==> src/rtl/cpu_defs.sv <==
// cpu_defs: opcodes, FSM state encoding and datapath select codes for the multi-cycle controller
package cpu_defs;
  localparam logic [5:0] OP_R = 6'd0, OP_J = 6'd2, OP_JAL = 6'd3, OP_BNE = 6'd5;
  localparam logic [5:0] OP_ADDI = 6'd8, OP_XORI = 6'd14, OP_LW = 6'd35, OP_SW = 6'd43;
  localparam logic [5:0] F_JR = 6'd8, F_ADD = 6'd32, F_SUB = 6'd34, F_SLT = 6'd42;
  typedef enum logic [3:0] {
    S_RST, S_FETCH, S_DECODE, S_EXEC_R, S_WB_R, S_EXEC_I, S_WB_I, S_MEM_ADDR,
    S_MEM_RD, S_MEM_WB, S_MEM_WR, S_BRANCH, S_JUMP, S_JR, S_HALT
  } state_t;
  localparam logic [2:0] ALU_ADD = 3'd0, ALU_SUB = 3'd1, ALU_XOR = 3'd2, ALU_SLT = 3'd3;
  localparam logic [1:0] PC_INC = 2'd0, PC_BR = 2'd1, PC_JMP = 2'd2, PC_RS = 2'd3;
  localparam logic [1:0] RD_RT = 2'd0, RD_RD = 2'd1, RD_RA = 2'd2;
  localparam logic [1:0] RS_ALU = 2'd0, RS_MEM = 2'd1, RS_PC = 2'd2;
  localparam logic [1:0] B_RT = 2'd0, B_SIMM = 2'd1, B_ZIMM = 2'd2;
  function automatic logic [2:0] alu_of_funct(input logic [5:0] funct);
    return funct == F_SUB ? ALU_SUB : funct == F_SLT ? ALU_SLT : ALU_ADD;
  endfunction
endpackage

==> src/rtl/mc_controller_if.sv <==
// mc_controller_if: decoder/memory status inputs and datapath control outputs of the controller
interface mc_controller_if;
  logic [5:0] op, funct;
  logic alu_zero, mem_ready;
  logic ir_we, pc_we, mem_req, mem_we, mem_addr_sel, reg_we, instr_done, illegal, bus_err;
  logic [1:0] pc_src, reg_dst, reg_src, alu_src_b;
  logic [2:0] alu_op;
  modport slave (
    input op, funct, alu_zero, mem_ready,
    output ir_we, pc_we, pc_src, mem_req, mem_we, mem_addr_sel, reg_we, reg_dst, reg_src,
    alu_src_b, alu_op, instr_done, illegal, bus_err
  );
  modport master (
    output op, funct, alu_zero, mem_ready,
    input ir_we, pc_we, pc_src, mem_req, mem_we, mem_addr_sel, reg_we, reg_dst, reg_src,
    alu_src_b, alu_op, instr_done, illegal, bus_err
  );
endinterface

==> src/rtl/mem_wait_timer.sv <==
// mem_wait_timer: counts un-acked memory cycles; expired flags the WAIT_LIMIT-th waiting cycle
module mem_wait_timer #(
  parameter int unsigned WAIT_LIMIT = 15
) (
  input  logic clk,
  input  logic reset,
  input  logic clr,
  input  logic en,
  output logic expired
);
  logic [7:0] cnt;
  always_ff @(posedge clk or posedge reset)
    if (reset) cnt <= '0;
    else if (clr) cnt <= '0;
    else if (en) cnt <= cnt + 8'd1;
  assign expired = en && cnt == 8'(WAIT_LIMIT - 1);
endmodule

==> src/rtl/mc_controller.sv <==
// mc_controller: multi-cycle fetch/decode/execute/memory/writeback control FSM for the lab CPU
module mc_controller
  import cpu_defs::*;
#(
  parameter int unsigned WAIT_LIMIT = 15
) (
  input logic clk,
  input logic reset,
  mc_controller_if.slave bus
);
  state_t state, nxt;
  logic illegal_q, bus_err_q, in_wait, expired;
  logic [5:0] op, funct;
  assign op = bus.op;
  assign funct = bus.funct;
  assign in_wait = state inside {S_FETCH, S_MEM_RD, S_MEM_WR};
  mem_wait_timer #(.WAIT_LIMIT(WAIT_LIMIT)) u_timer (
    .clk(clk), .reset(reset), .clr(!in_wait || bus.mem_ready),
    .en(in_wait && !bus.mem_ready), .expired(expired)
  );
  always_ff @(posedge clk or posedge reset)
    if (reset) begin
      state <= S_RST;
      illegal_q <= 1'b0;
      bus_err_q <= 1'b0;
    end else begin
      state <= nxt;
      illegal_q <= illegal_q || (state == S_DECODE && nxt == S_HALT);
      bus_err_q <= bus_err_q || expired;
    end
  always_comb begin
    nxt = state;
    case (state)
      S_RST:      nxt = S_FETCH;
      S_FETCH:    nxt = bus.mem_ready ? S_DECODE : expired ? S_HALT : S_FETCH;
      S_DECODE:   nxt = op == OP_R ? (funct inside {F_ADD, F_SUB, F_SLT} ? S_EXEC_R :
                                      funct == F_JR ? S_JR : S_HALT) :
                        op inside {OP_ADDI, OP_XORI} ? S_EXEC_I :
                        op inside {OP_LW, OP_SW}     ? S_MEM_ADDR :
                        op == OP_BNE                 ? S_BRANCH :
                        op inside {OP_J, OP_JAL}     ? S_JUMP : S_HALT;
      S_EXEC_R:   nxt = S_WB_R;
      S_EXEC_I:   nxt = S_WB_I;
      S_MEM_ADDR: nxt = op == OP_LW ? S_MEM_RD : S_MEM_WR;
      S_MEM_RD:   nxt = bus.mem_ready ? S_MEM_WB : expired ? S_HALT : S_MEM_RD;
      S_MEM_WR:   nxt = bus.mem_ready ? S_FETCH : expired ? S_HALT : S_MEM_WR;
      S_WB_R, S_WB_I, S_MEM_WB, S_BRANCH, S_JUMP, S_JR: nxt = S_FETCH;
      default:    nxt = state;
    endcase
  end
  always_comb begin
    bus.ir_we = 1'b0;
    bus.pc_we = 1'b0;
    bus.pc_src = PC_INC;
    bus.mem_req = 1'b0;
    bus.mem_we = 1'b0;
    bus.mem_addr_sel = 1'b0;
    bus.reg_we = 1'b0;
    bus.reg_dst = RD_RT;
    bus.reg_src = RS_ALU;
    bus.alu_src_b = B_RT;
    bus.alu_op = ALU_ADD;
    bus.instr_done = 1'b0;
    case (state)
      S_FETCH: begin
        bus.mem_req = 1'b1;
        bus.ir_we = bus.mem_ready;
        bus.pc_we = bus.mem_ready;
      end
      S_EXEC_R, S_WB_R: begin
        bus.alu_op = alu_of_funct(funct);
        bus.reg_we = state == S_WB_R;
        bus.reg_dst = state == S_WB_R ? RD_RD : RD_RT;
        bus.instr_done = state == S_WB_R;
      end
      S_EXEC_I, S_WB_I: begin
        bus.alu_src_b = op == OP_XORI ? B_ZIMM : B_SIMM;
        bus.alu_op = op == OP_XORI ? ALU_XOR : ALU_ADD;
        bus.reg_we = state == S_WB_I;
        bus.instr_done = state == S_WB_I;
      end
      // address computation stays on the ALU while the memory request is outstanding
      S_MEM_ADDR, S_MEM_RD, S_MEM_WR: begin
        bus.alu_src_b = B_SIMM;
        bus.mem_req = state != S_MEM_ADDR;
        bus.mem_addr_sel = state != S_MEM_ADDR;
        bus.mem_we = state == S_MEM_WR;
        bus.instr_done = state == S_MEM_WR && bus.mem_ready;
      end
      S_MEM_WB: begin
        bus.reg_we = 1'b1;
        bus.reg_src = RS_MEM;
        bus.instr_done = 1'b1;
      end
      S_BRANCH: begin
        bus.alu_op = ALU_SUB;
        bus.pc_we = !bus.alu_zero;
        bus.pc_src = bus.alu_zero ? PC_INC : PC_BR;
        bus.instr_done = 1'b1;
      end
      S_JUMP: begin
        bus.pc_we = 1'b1;
        bus.pc_src = PC_JMP;
        bus.reg_we = op == OP_JAL;
        bus.reg_dst = op == OP_JAL ? RD_RA : RD_RT;
        bus.reg_src = op == OP_JAL ? RS_PC : RS_ALU;
        bus.instr_done = 1'b1;
      end
      S_JR: begin
        bus.pc_we = 1'b1;
        bus.pc_src = PC_RS;
        bus.instr_done = 1'b1;
      end
      default: ;
    endcase
  end
  assign bus.illegal = illegal_q;
  assign bus.bus_err = bus_err_q;
endmodule

==> src/flat_wrapper.sv <==
// flat-port wrapper written by rule: the top's interface ports become plain ports
module mc_controller_flat import cpu_defs::*;
#(
  parameter int unsigned WAIT_LIMIT = 15
)
  (clk, reset, bus_op, bus_funct, bus_alu_zero, bus_mem_ready, bus_ir_we, bus_pc_we, bus_pc_src, bus_mem_req, bus_mem_we, bus_mem_addr_sel, bus_reg_we, bus_reg_dst, bus_reg_src, bus_alu_src_b, bus_alu_op, bus_instr_done, bus_illegal, bus_bus_err);
  mc_controller_if bus_i ();
  input logic clk;
  input logic reset;
  input wire logic [$bits(bus_i.op)-1:0] bus_op;
  input wire logic [$bits(bus_i.funct)-1:0] bus_funct;
  input wire logic [$bits(bus_i.alu_zero)-1:0] bus_alu_zero;
  input wire logic [$bits(bus_i.mem_ready)-1:0] bus_mem_ready;
  output wire logic [$bits(bus_i.ir_we)-1:0] bus_ir_we;
  output wire logic [$bits(bus_i.pc_we)-1:0] bus_pc_we;
  output wire logic [$bits(bus_i.pc_src)-1:0] bus_pc_src;
  output wire logic [$bits(bus_i.mem_req)-1:0] bus_mem_req;
  output wire logic [$bits(bus_i.mem_we)-1:0] bus_mem_we;
  output wire logic [$bits(bus_i.mem_addr_sel)-1:0] bus_mem_addr_sel;
  output wire logic [$bits(bus_i.reg_we)-1:0] bus_reg_we;
  output wire logic [$bits(bus_i.reg_dst)-1:0] bus_reg_dst;
  output wire logic [$bits(bus_i.reg_src)-1:0] bus_reg_src;
  output wire logic [$bits(bus_i.alu_src_b)-1:0] bus_alu_src_b;
  output wire logic [$bits(bus_i.alu_op)-1:0] bus_alu_op;
  output wire logic [$bits(bus_i.instr_done)-1:0] bus_instr_done;
  output wire logic [$bits(bus_i.illegal)-1:0] bus_illegal;
  output wire logic [$bits(bus_i.bus_err)-1:0] bus_bus_err;
  assign bus_i.op = bus_op;
  assign bus_i.funct = bus_funct;
  assign bus_i.alu_zero = bus_alu_zero;
  assign bus_i.mem_ready = bus_mem_ready;
  assign bus_ir_we = bus_i.ir_we;
  assign bus_pc_we = bus_i.pc_we;
  assign bus_pc_src = bus_i.pc_src;
  assign bus_mem_req = bus_i.mem_req;
  assign bus_mem_we = bus_i.mem_we;
  assign bus_mem_addr_sel = bus_i.mem_addr_sel;
  assign bus_reg_we = bus_i.reg_we;
  assign bus_reg_dst = bus_i.reg_dst;
  assign bus_reg_src = bus_i.reg_src;
  assign bus_alu_src_b = bus_i.alu_src_b;
  assign bus_alu_op = bus_i.alu_op;
  assign bus_instr_done = bus_i.instr_done;
  assign bus_illegal = bus_i.illegal;
  assign bus_bus_err = bus_i.bus_err;
  mc_controller #(.WAIT_LIMIT(WAIT_LIMIT)) u_core (.clk(clk), .reset(reset), .bus(bus_i));
endmodule
==> config.mk <==
export PLATFORM = sky130hd
export DESIGN_NAME = mc_controller_flat
export DESIGN_NICKNAME = d
export VERILOG_FILES = /design/src/rtl/cpu_defs.sv /design/src/rtl/mc_controller_if.sv /design/src/rtl/mem_wait_timer.sv /design/src/rtl/mc_controller.sv /design/src/flat_wrapper.sv
export SDC_FILE = /design/constraint.sdc
export NUM_CORES = 1
export LEC_CHECK = 0
export CAP_MARGIN = 20
export CORE_MARGIN = 4
export CORE_UTILIZATION = 35
export CTS_CLUSTER_DIAMETER = 80
export CTS_CLUSTER_SIZE = 40
export DETAILED_ROUTE_END_ITERATION = 12
export GPL_TIMING_DRIVEN = 1
export PLACE_DENSITY_LB_ADDON = 0.3
export SETUP_SLACK_MARGIN = 0.3
export SLEW_MARGIN = 30
export SYNTH_ARGS = -nofsm -noshare
export SYNTH_HDL_FRONTEND = slang
export SYNTH_SLANG_ARGS = --single-unit
==> constraint.sdc <==
create_clock -name clk -period 2 [get_ports clk]
set_input_delay 0.5 -clock clk [delete_from_list [all_inputs] [get_ports clk]]
set_output_delay 0.5 -clock clk [all_outputs]
set_load 0.01 [all_outputs]
==> flow_metrics.tcl, run 1 <==
set metrics [dict create \
    leakage_nw 1.14 \
    critPathBufInv 2 \
    endpoint_kind "output port" \
    numPortBuffers 34 \
    synthFlopType "dfrtp_1" \
    via_count 1677 \
    synthAdderAreaFrac_pct 2.91 \
    wire_per_inst_microns 16.9 \
    drv_slew 0 \
    overflow 0 \
    initialDrtViolationCount 74 \
    grt.total_usage_pct 22.1 \
    postCtsHoldBufs 0 \
    insertedDiodeCount 0 \
    core_sq_um 3340 \
    pin_count 36 \
    holdCritPathClass "register to register" \
    wl_met3_microns 280 \
    design.die.area_sq_um 4440 \
    max_stage_delay_ps 350 \
    yosysWarnings 0 \
    layout-area-overhead-vs-synth_pct 105 \
    netlist.top_cell.by_area "dfrtp_1" \
    first_pass_iters 4 \
    antenna_found_initial 0 \
    dieWidth_microns 66.6 \
    synth-async-reset-ratio_pct 100 \
    cp-start-kind "input pin" \
    synthSimpleGateAreaFrac_pct 36.4 \
    r2r-start "u_core.state[0]$_DFF_PP0_" \
    wirelength_mm 5.13 \
    place_inst 268 \
    synth-edff-count 0 \
    final_common_cell "buf_4" \
    drc_errors 0 \
    synth_cell_type_count 48 \
    ys_top_cells_by_area "dfrtp_1, nor2_1, nand2b_1, nand2_1, nand4_1" \
    fmax_mhz 464 \
    setup_violations 10 \
    synthMuxAreaShare_pct 0 \
    rows 21 \
    cap_violations 0 \
    cts_sinks 14 \
    critPathSlowestCell "nor4bb_4" \
    final-instance-count-excl-fill 303 \
    netlist_instances 157 \
    cts_buffer_depth 2 \
    drtAntennaViolNets 0 \
    cp.depth 6 \
    failed_checks "negative setup slack" \
    die-height_microns 66.6 \
    vias_per_cell 5.53 \
    crit_arrival_ps 1660 \
    grt_pass1_wl_mm 7.51 \
    dr_wl_met2_mm 2.67 \
    rr_worst_depth 7 \
    wl_met1_mm 1.98 \
    p_per_area_nw_per_um2 230 \
    cp_top_family "simple AND/OR/NAND/NOR gates" \
    cts_tree "done" \
    vdd_drop_max_uv 230 \
    highest_layer "met4" \
    grt_start_max_net_pins 15 \
    power_uw 569 \
    fin_crit_sh_pct 108 \
    ys_seq_area_share_pct 29.1 \
    worstPathMaxFanout 2 \
    relSlewSlack_pct 66.4 \
    avgSynthCellArea_sq_um 7.67 \
    synth_nets 175 \
    start_util_pct 36.1 \
    min-delay-start "u_core.bus.bus_err$_DFF_PP0_" \
    hold_depth 1 \
    critPathKind "input pin to output port" \
    syn_area_sq_um 1200 \
    synth_top_family_by_area "simple AND/OR/NAND/NOR gates" \
    ctsHtreeMaxLevel 1 \
    insertion_delay_ps 270 \
    post-route-min-period_ps 2160 \
    cp_cell_sequence "buf_8 -> nor4bb_4 -> nand4_1 -> nor3_2 -> or3_4 -> buf_6" \
    synth.top_cell.area_share_pct 29.1 \
    crit_start "bus_op[2]" \
    tightest_slew_ps 503 \
    setup_ws_ps -156 \
    final_cell_mix "buf_4, buf_6, buf_2, nor2_1, dfrtp_1" \
    num-nets-final 276 \
    numCtsBuffers 3 \
    status "finished with violations" \
    drive_gt1_share_pct 57.6 \
    clock_skew_ps 2.10 \
    rsz0062_at_grt "true" \
    grt_pass1_vias 1592 \
    finalHoldViolCount 0 \
    hpwl_mm 3.05 \
    final_util_pct 74.1 \
    synth-xor-area-share_pct 5.82 \
    cts_root_buf "clkbuf_4" \
    synth_compound_area_share_pct 19.9 \
    hold_ws_ps 495 \
    clk_pin_slew_worst_paths_ps 70 \
    synth_seq_cells 14 \
    cp.required_ps 1500 \
    gp_congestion 0.840 \
]
through the flow:
| stage | worst slack (ps) | setup TNS (ps) | instance area [sq um] |
|---|---|---|---|
| 2_1_floorplan | -24.0 | -24.0 | 1310 |
| 3_3_place_gp | -878 | -8340 | 1930 |
| 3_5_place_dp | -933 | -9000 | 1930 |
| 4_1_cts | -86.0 | -361 | 2250 |
| 5_1_grt | -219 | -1310 | 2470 |
| 6_report | -156 | -627 | 2470 |
report_power, final:
group | switching [mW] | internal, mW | total [mW]
logic | 0.0540 | 0.0697 | 0.124
clock network | 0.0835 | 0.0774 | 0.161
registers | 0.000513 | 0.284 | 0.284
total | 0.138 | 0.431 | 0.569
metal layers:
| layer | global-route usage (%) | vias to the layer above |
|---|---|---|
| met1 | 24.5 | 805 |
| met4 | 6.09 | 0 |
| met5 | 0 | - |
| met3 | 4.38 | 20 |
| li1 | - | 781 |
| met2 | 42.0 | 71 |
cells in the mapped netlist, types with 2 or more instances:
| library cell | number |
|---|---|
| nor2_1 | 20 |
| dfrtp_1 | 14 |
| nand2_1 | 14 |
| nand2b_1 | 9 |
| a21oi_1 | 8 |
| clkbuf_1 | 7 |
| nand4_1 | 7 |
| o21ai_0 | 7 |
| nand3_1 | 6 |
| inv_1 | 5 |
| nor3_1 | 5 |
| nor2b_1 | 4 |
| xnor2_1 | 4 |
| xor2_1 | 4 |
| a211o_1 | 3 |
| nor4_1 | 3 |
| ha_1 | 2 |
| nor3b_1 | 2 |
| o21bai_1 | 2 |
| o22ai_1 | 2 |
| or3_1 | 2 |
registers in the layout, indices dropped and copies added, names as in the netlist:
name / flops
u_core.bus.bus_err: 1
u_core.state: 4
u_core.u_timer.cnt: 8
u_core.bus.illegal: 1
path summary, 6_finish.rpt:
path,endpoint,slack [ps]
worst max register to register,u_core.bus.illegal$_DFF_PP0_,-80
worst min-delay path,u_core.bus.bus_err$_DFF_PP0_,500
min in group asynchronous,u_core.u_timer.cnt[3]$_DFF_PP0_,550
max in group asynchronous,u_core.state[3]$_DFF_PP0_,1090
worst max-delay path,bus_reg_we,-160
worst min register to register,u_core.bus.bus_err$_DFF_PP0_,500
final cells by class:
cell class                      count  area [sq um]
Clock buffer                        4          26.3
Tap cell                           46          57.6
Inverter                            5          21.3
Fill cell                         239           866
Timing Repair Buffer              106           951
Sequential cell                    14           355
Multi-Input combinational cell    128          1060
kinds of logic (layout without fill, tap and decap cells):
logic type,after synthesis,after routing
AOI/OAI and AO/OA,35,35
xor gates and xnor gates,8,8
adders and majority gates,3,3
buffers and inverters,15,115
DFF,14,14
other,1,1
and+or+nand+nor,81,81
timing repair:
action / 4_1_cts / 5_1_grt
pin swaps: 24 / 21
buffers inserted: 24 / 7
endpoints found under the setup margin: 24 / 26
gates resized for setup: 158 / 39
(Power assumes the default switching activity.)
==> run 2: changes to the inputs <==
- ABC_AREA: default -> 1
==> run 2 against run 1 <==
  * The flow still finishes with violations (negative setup slack)
  * Utilization is 4.4 points lower
  * Synthesized cell count is 21% higher
  * Hold slack worse by 33 ps
  * Die area is 1.3% lower
  * Via count is 4.5% lower
  * Total power is 0.56% higher
  * Clock power is 25% higher
  * Clock skew is 1.7 ps higher
  * First-iteration DRC count is 34% higher
  * Area after synthesis is 1.5% lower
  * Critical endpoint is now bus_alu_op[1]
==> flow_metrics.tcl, run 2 <==
set metrics [dict create \
    cts_sinks 14 \
    stdcell_area_sq_um 2200 \
    cts_tree "done" \
    avgSynthCellArea_sq_um 6.24 \
    insertion_delay_ps 280 \
    ctsHtreeMaxLevel 1 \
    rrSetupSlack_ps 320 \
    nFillCells 263 \
    dieWidth_microns 66.2 \
    crit_arrival_ps 1540 \
    numPortBuffers 34 \
    worstPathMaxFanout 4 \
    synth_cell_type_count 30 \
    clock_skew_ps 3.77 \
    rows 20 \
    r2r-start "u_core.state[0]$_DFF_PP0_" \
    relSlewSlack_pct 65.9 \
    power_uw 572 \
    hold_depth 1 \
    rr_worst_depth 12 \
    synth.top_cell.area_share_pct 29.5 \
    first_pass_iters 4 \
    numCtsBuffers 3 \
    largest_reg_flops 8 \
    holdCritPathClass "register to register" \
    final_common_cell "buf_4" \
    critPathKind "register to output port" \
    critPathSlowestCell "dfrtp_2" \
    hpwl_mm 2.74 \
    start_util_pct 37.6 \
    top_regs "u_core.u_timer.cnt (8), u_core.state (4)" \
    drc_errors 0 \
    antenna_found_initial 0 \
    core_sq_um 3150 \
    grt_pass1_vias 1531 \
    synthFlopType "dfrtp_1" \
    multiInputGateArea_sq_um 863 \
    ys_top_cells_by_area "dfrtp_1, nor2_1, nand2_1, inv_1, nand3_1" \
    drtAntennaViolNets 0 \
    largest-register "u_core.u_timer.cnt" \
    postCtsHoldBufs 0 \
    layout-area-overhead-vs-synth_pct 85.2 \
    placed_cell_area_sq_um 1840 \
    grt_start_max_net_pins 15 \
    seq_area_sq_um 353 \
    dp_slack_ps -661 \
    p_per_area_nw_per_um2 260 \
    synth_common_cells "nor2_1, nand2_1, inv_1" \
    drv_slew 0 \
    final_cell_mix "buf_4, nor2_1, nand2_1, inv_1" \
    netlist_instances 190 \
    setup_ws_ps -39.3 \
    fin_crit_sh_pct 102 \
    insertedDiodeCount 0 \
    r2r-end "u_core.bus.illegal$_DFF_PP0_" \
    hold_path_end "u_core.u_timer.cnt[0]$_DFF_PP0_" \
    cp_cell_sequence "buf_6 -> inv_4 -> nand2_4 -> o21ai_2 -> nand4_1 -> o21bai_1 -> buf_2" \
    leakage_nw 1.20 \
    grtUsageMet1_pct 20.8 \
    gp_congestion 0.839 \
    max_stage_delay_ps 450 \
    post-route-min-period_ps 2040 \
    cp.required_ps 1500 \
    vdd_drop_max_uv 281 \
    cp-start-kind "register" \
    cap_violations 0 \
    min-delay-start "u_core.u_timer.cnt[0]$_DFF_PP0_" \
    fmax_mhz 490 \
    pin_count 36 \
    wirelength_mm 4.13 \
    drive_gt1_share_pct 44.8 \
    syn_area_sq_um 1190 \
    design.die.area_sq_um 4380 \
    cp_top_family "flip-flops" \
    endpoint_kind "output port" \
    clk_pin_slew_worst_paths_ps 90 \
    grt_util_met2_pct 34.8 \
    cts_root_buf "clkbuf_4" \
    status "finished with violations" \
    synth-async-reset-ratio_pct 100 \
    tns_ps -39.3 \
    die-height_microns 66.2 \
    initialDrtViolationCount 99 \
    grt-busiest-layer "met2" \
    grt.total_usage_pct 18.9 \
    netlist.top_cell.by_area "dfrtp_1" \
    synth_seq_cells 14 \
    vias_per_cell 4.85 \
    setup_violations 1 \
    synth_most_common_cell "nor2_1" \
    tightest_slew_ps 511 \
    grt_pass1_wl_mm 6.35 \
    use_met3_pct 4.25 \
    via_count 1602 \
    num-nets-final 305 \
    critPathBufInv 3 \
    ys_seq_area_share_pct 29.5 \
    yosysWarnings 0 \
    rsz0062_at_grt "true" \
    finalHoldViolCount 0 \
    cts_buffer_depth 2 \
    failed_checks "negative setup slack" \
    synth-edff-count 0 \
    synth_nets 208 \
    overflow 0 \
    wire_per_inst_microns 12.5 \
]
## run 2: stage by stage
step / hold WS (ps) / utilization, % / std cells
2_1_floorplan: 389 / - / 190
3_3_place_gp: 448 / 58.4 / 302
3_5_place_dp: 453 / 58.4 / 302
4_1_cts: 467 / 64.0 / 322
5_1_grt: 488 / 69.7 / 330
6_report: 463 / 69.7 / 330
## run 2: cells by family after synthesis
group                    Yosys count  share of synthesized area [%]
AO/OA/AOI/OAI                     14                           7.49
flip-flops                        14                           29.5
other                              1                          0.316
adder cells (fa/ha/maj)            2                           2.11
AND/OR/NAND/NOR                  126                           48.9
buffers and inverters             31                           10.1
XOR/XNOR                           2                           1.48
## run 2: final cells by class
cell class              instances  area share, %
clock buffers                   4           1.65
inverters                      30           5.47
multi-input cells             145           39.3
flip-flops and latches         14           16.1
well taps                      44           2.51
repair buffers                 93           35.0
## run 2: report_power, final
part	internal, mW	switching (mW)	leakage [nW]
logic	0.0471	0.0396	1.01
registers	0.283	0	0.169
clock network	0.111	0.0917	0.0210
total	0.441	0.131	1.20
## run 2: how the worst max path moves through the flow
| stage | start | endpoint | slack (ps) | depth (start not counted) |
|---|---|---|---|---|
| final | u_core.state[0]$_DFF_PP0_ | bus_alu_op[1] | -40 | 7 |
| after global routing | u_core.state[0]$_DFF_PP0_ | bus_alu_op[1] | -130 | 7 |
| after CTS | u_core.state[0]$_DFF_PP0_ | bus_alu_op[1] | -50 | 7 |
| after global placement | bus_op[1] | bus_alu_op[1] | -610 | 7 |
| after floorplan | bus_op[5] | bus_alu_op[1] | 310 | 4 |
| after detailed placement | bus_op[3] | bus_alu_op[1] | -660 | 6 |
## run 2: timing repair
| item | in CTS | in global routing |
|---|---|---|
| setup endpoints to repair | 18 | 24 |
| hold endpoints to repair | 0 | 0 |
| resized for setup | 103 | 49 |
| setup buffers | 16 | 8 |
| pin swaps | 19 | 18 |
## run 2: metal layers
layer	wire length, microns	share of wire (%)
met2	2150	52
met4	127	3.1
met1	1630	40
met3	216	5.2
met5	0	0
==> RTL change: new RTL, settings of run 2 <==
Reset style: synchronous (`reset`), changed in 2 clocked blocks.
--- a/src/rtl/mem_wait_timer.sv
+++ b/src/rtl/mem_wait_timer.sv
@@ -11,3 +11,3 @@
   logic [7:0] cnt;
-  always_ff @(posedge clk or posedge reset)
+  always_ff @(posedge clk)
     if (reset) cnt <= '0;
--- a/src/rtl/mc_controller.sv
+++ b/src/rtl/mc_controller.sv
@@ -20,3 +20,3 @@
   );
-  always_ff @(posedge clk or posedge reset)
+  always_ff @(posedge clk)
     if (reset) begin
Formal check against the unedited RTL: differs if reset is asserted again (counterexample within 4 cycles, from zero or initial values and one cycle with reset high); with reset held inactive, the same outputs for 10 cycles.
==> RTL change against run 2 <==
  * Worst setup slack better by 65 ps
  * Critical path type unchanged
  * First-iteration DRC count decreased by 36%
  * Sequential cell count is the same
  * Synthesized cell count is 0.53% lower
  * Area after synthesis shrank 1.3%
  * Wire length decreased by 1.9%
  * Global-route usage down 0.60 points
  * Cell area down 1.2%
  * Clock skew is 8.9 ps higher
Power is left out: it rests on default switching activity, and per cell area and clock period it moved more than threefold.
==> RTL change: results (changes against run 2) <==
Logic synthesis
  • Top cells by count, synth: 47 x nor2_1, 25 x nand2_1, 24 x inv_1, 14 x dfxtp_1, 11 x nand3_1
  • Syn avg cell area: 6.20 sq um (-0.74%)
  • Synth cell types: 32 (+6.7%)
  • Synth area leaders: dfxtp_1 24%, nor2_1 15%, nand2_1 8.0%, inv_1 7.7%, nand3_1 4.7%
  • Top FF cell, synth: dfxtp_1
  • Synthesized Nets: 207 (-0.48%)
  • Register area share after synthesis: 23.9% (-5.6 points)
  • Post-synth ARST share: 0% (-100 points)

Routing
  • Initial DRT Pass Iterations: 4 (unchanged)
  • WL final: 4050 microns (-1.9%)
  • Vias/cell: 4.86 (about the same)
  • DRT iter0 DRCs: 63 (-36%)

Global route
  • GRT Total Usage: 18.3% (-0.60 points)
  • Global-route wire length before repair: 6370 microns (+0.22%)
  • Vias in the first global route: 1579 (+3.1%)
  • Largest net degree at the start of global routing: 9 (-6)

Hold path
  • Hold Path Sink: u_core.u_timer.cnt[0]$_SDFFE_PP0P_
  • Hold path start: u_core.u_timer.cnt[0]$_SDFFE_PP0P_

Setup path
  • Cell count of the worst reg-to-reg path: 15 (+3)
  • Worst Setup EP: bus_reg_we
  • Worst-path fanout max: 5 (+1)
  • Worst R2R End: u_core.bus.illegal$_SDFF_PP0_
  • CP Data Arrival Time: 1470 ps (-70 ps)
  • Crit. Startpoint: u_core.state[0]$_SDFF_PP0_
  • Origin of the critical flop-to-flop path: u_core.state[2]$_SDFF_PP0_
  • Flop-to-flop setup slack: 200 ps (-120 ps)

STA
  • Clock Skews: 12.7 ps (+8.93 ps)

Cells and area
  • Finished Layout Cells: 326 (-1.2%)
  • Share of layout cells above drive strength 1: 49.3% (+4.5 points)
  • Filler Cells Inserted: 243 (-7.6%)

Outcome
  • Status: finished clean

Placement
  • I/O Buffers: 34 (unchanged)
  • RePlAce Congestion: 0.830 (-1.0%)
  • Post-detailed-placement half-perimeter wirelength: 2800 microns (+2.2%)

CTS
  • CTS Buffer Depth: 2 (unchanged)
  • Total CTS buffers: 3 (unchanged)
RTL change: timing repair:
action,4_1_cts,5_1_grt
setup buffers,17,3
pin swaps,22,13
hold buffers,0,0
resized for setup,156,18
endpoints found under the setup margin,20,23
RTL change: cell families after synthesis:
kind of cell | Yosys count | share of synthesized area (%)
buffers and inverters | 30 | 9.94
adders and majority gates | 2 | 2.14
and+or+nand+nor | 123 | 52.7
DFF | 14 | 23.9
other | 1 | 0.320
AOI/OAI and AO/OA | 14 | 7.26
xor gates and xnor gates | 5 | 3.74
RTL change: area by class of cell:
| class | instances | area share (%) |
|---|---|---|
| sequential | 14 | 13.6 |
| multi-input combinational | 145 | 42.9 |
| clock buffer | 4 | 1.67 |
| inverter | 29 | 5.48 |
| tap | 44 | 2.54 |
| timing repair buffer | 90 | 33.8 |
RTL change: metrics by stage:
| step | worst slack (ps) | cell area (sq um) | util (%) | TNS [ps] | hold WS (ps) |
|---|---|---|---|---|---|
| after floorplan | 306 | 1180 | - | 0 | 430 |
| after global placement | -614 | 1840 | 58.8 | -5170 | 445 |
| after detailed placement | -626 | 1840 | 58.8 | -5290 | 456 |
| after CTS | 51.0 | 2080 | 66.5 | 0 | 469 |
| after global routing | -25.6 | 2170 | 69.4 | -43.3 | 489 |
| final | 25.8 | 2170 | 69.4 | 0 | 462 |
RTL change: metal layers:
layer,share of wire [%],global-route usage (%),vias up
li1,-,-,792
met2,54,34.5,49
met1,39,20.9,728
met3,4.3,2.38,15
met4,2.2,5.70,0
met5,0,0,-
RTL change: critical path: stages, from the launching register on:
cell and delay [ps]:
dfxtp_4 410, inv_4 50, nand2_4 70, nor2_2 50, and3_4 170, or3_1 290
buf_2 140
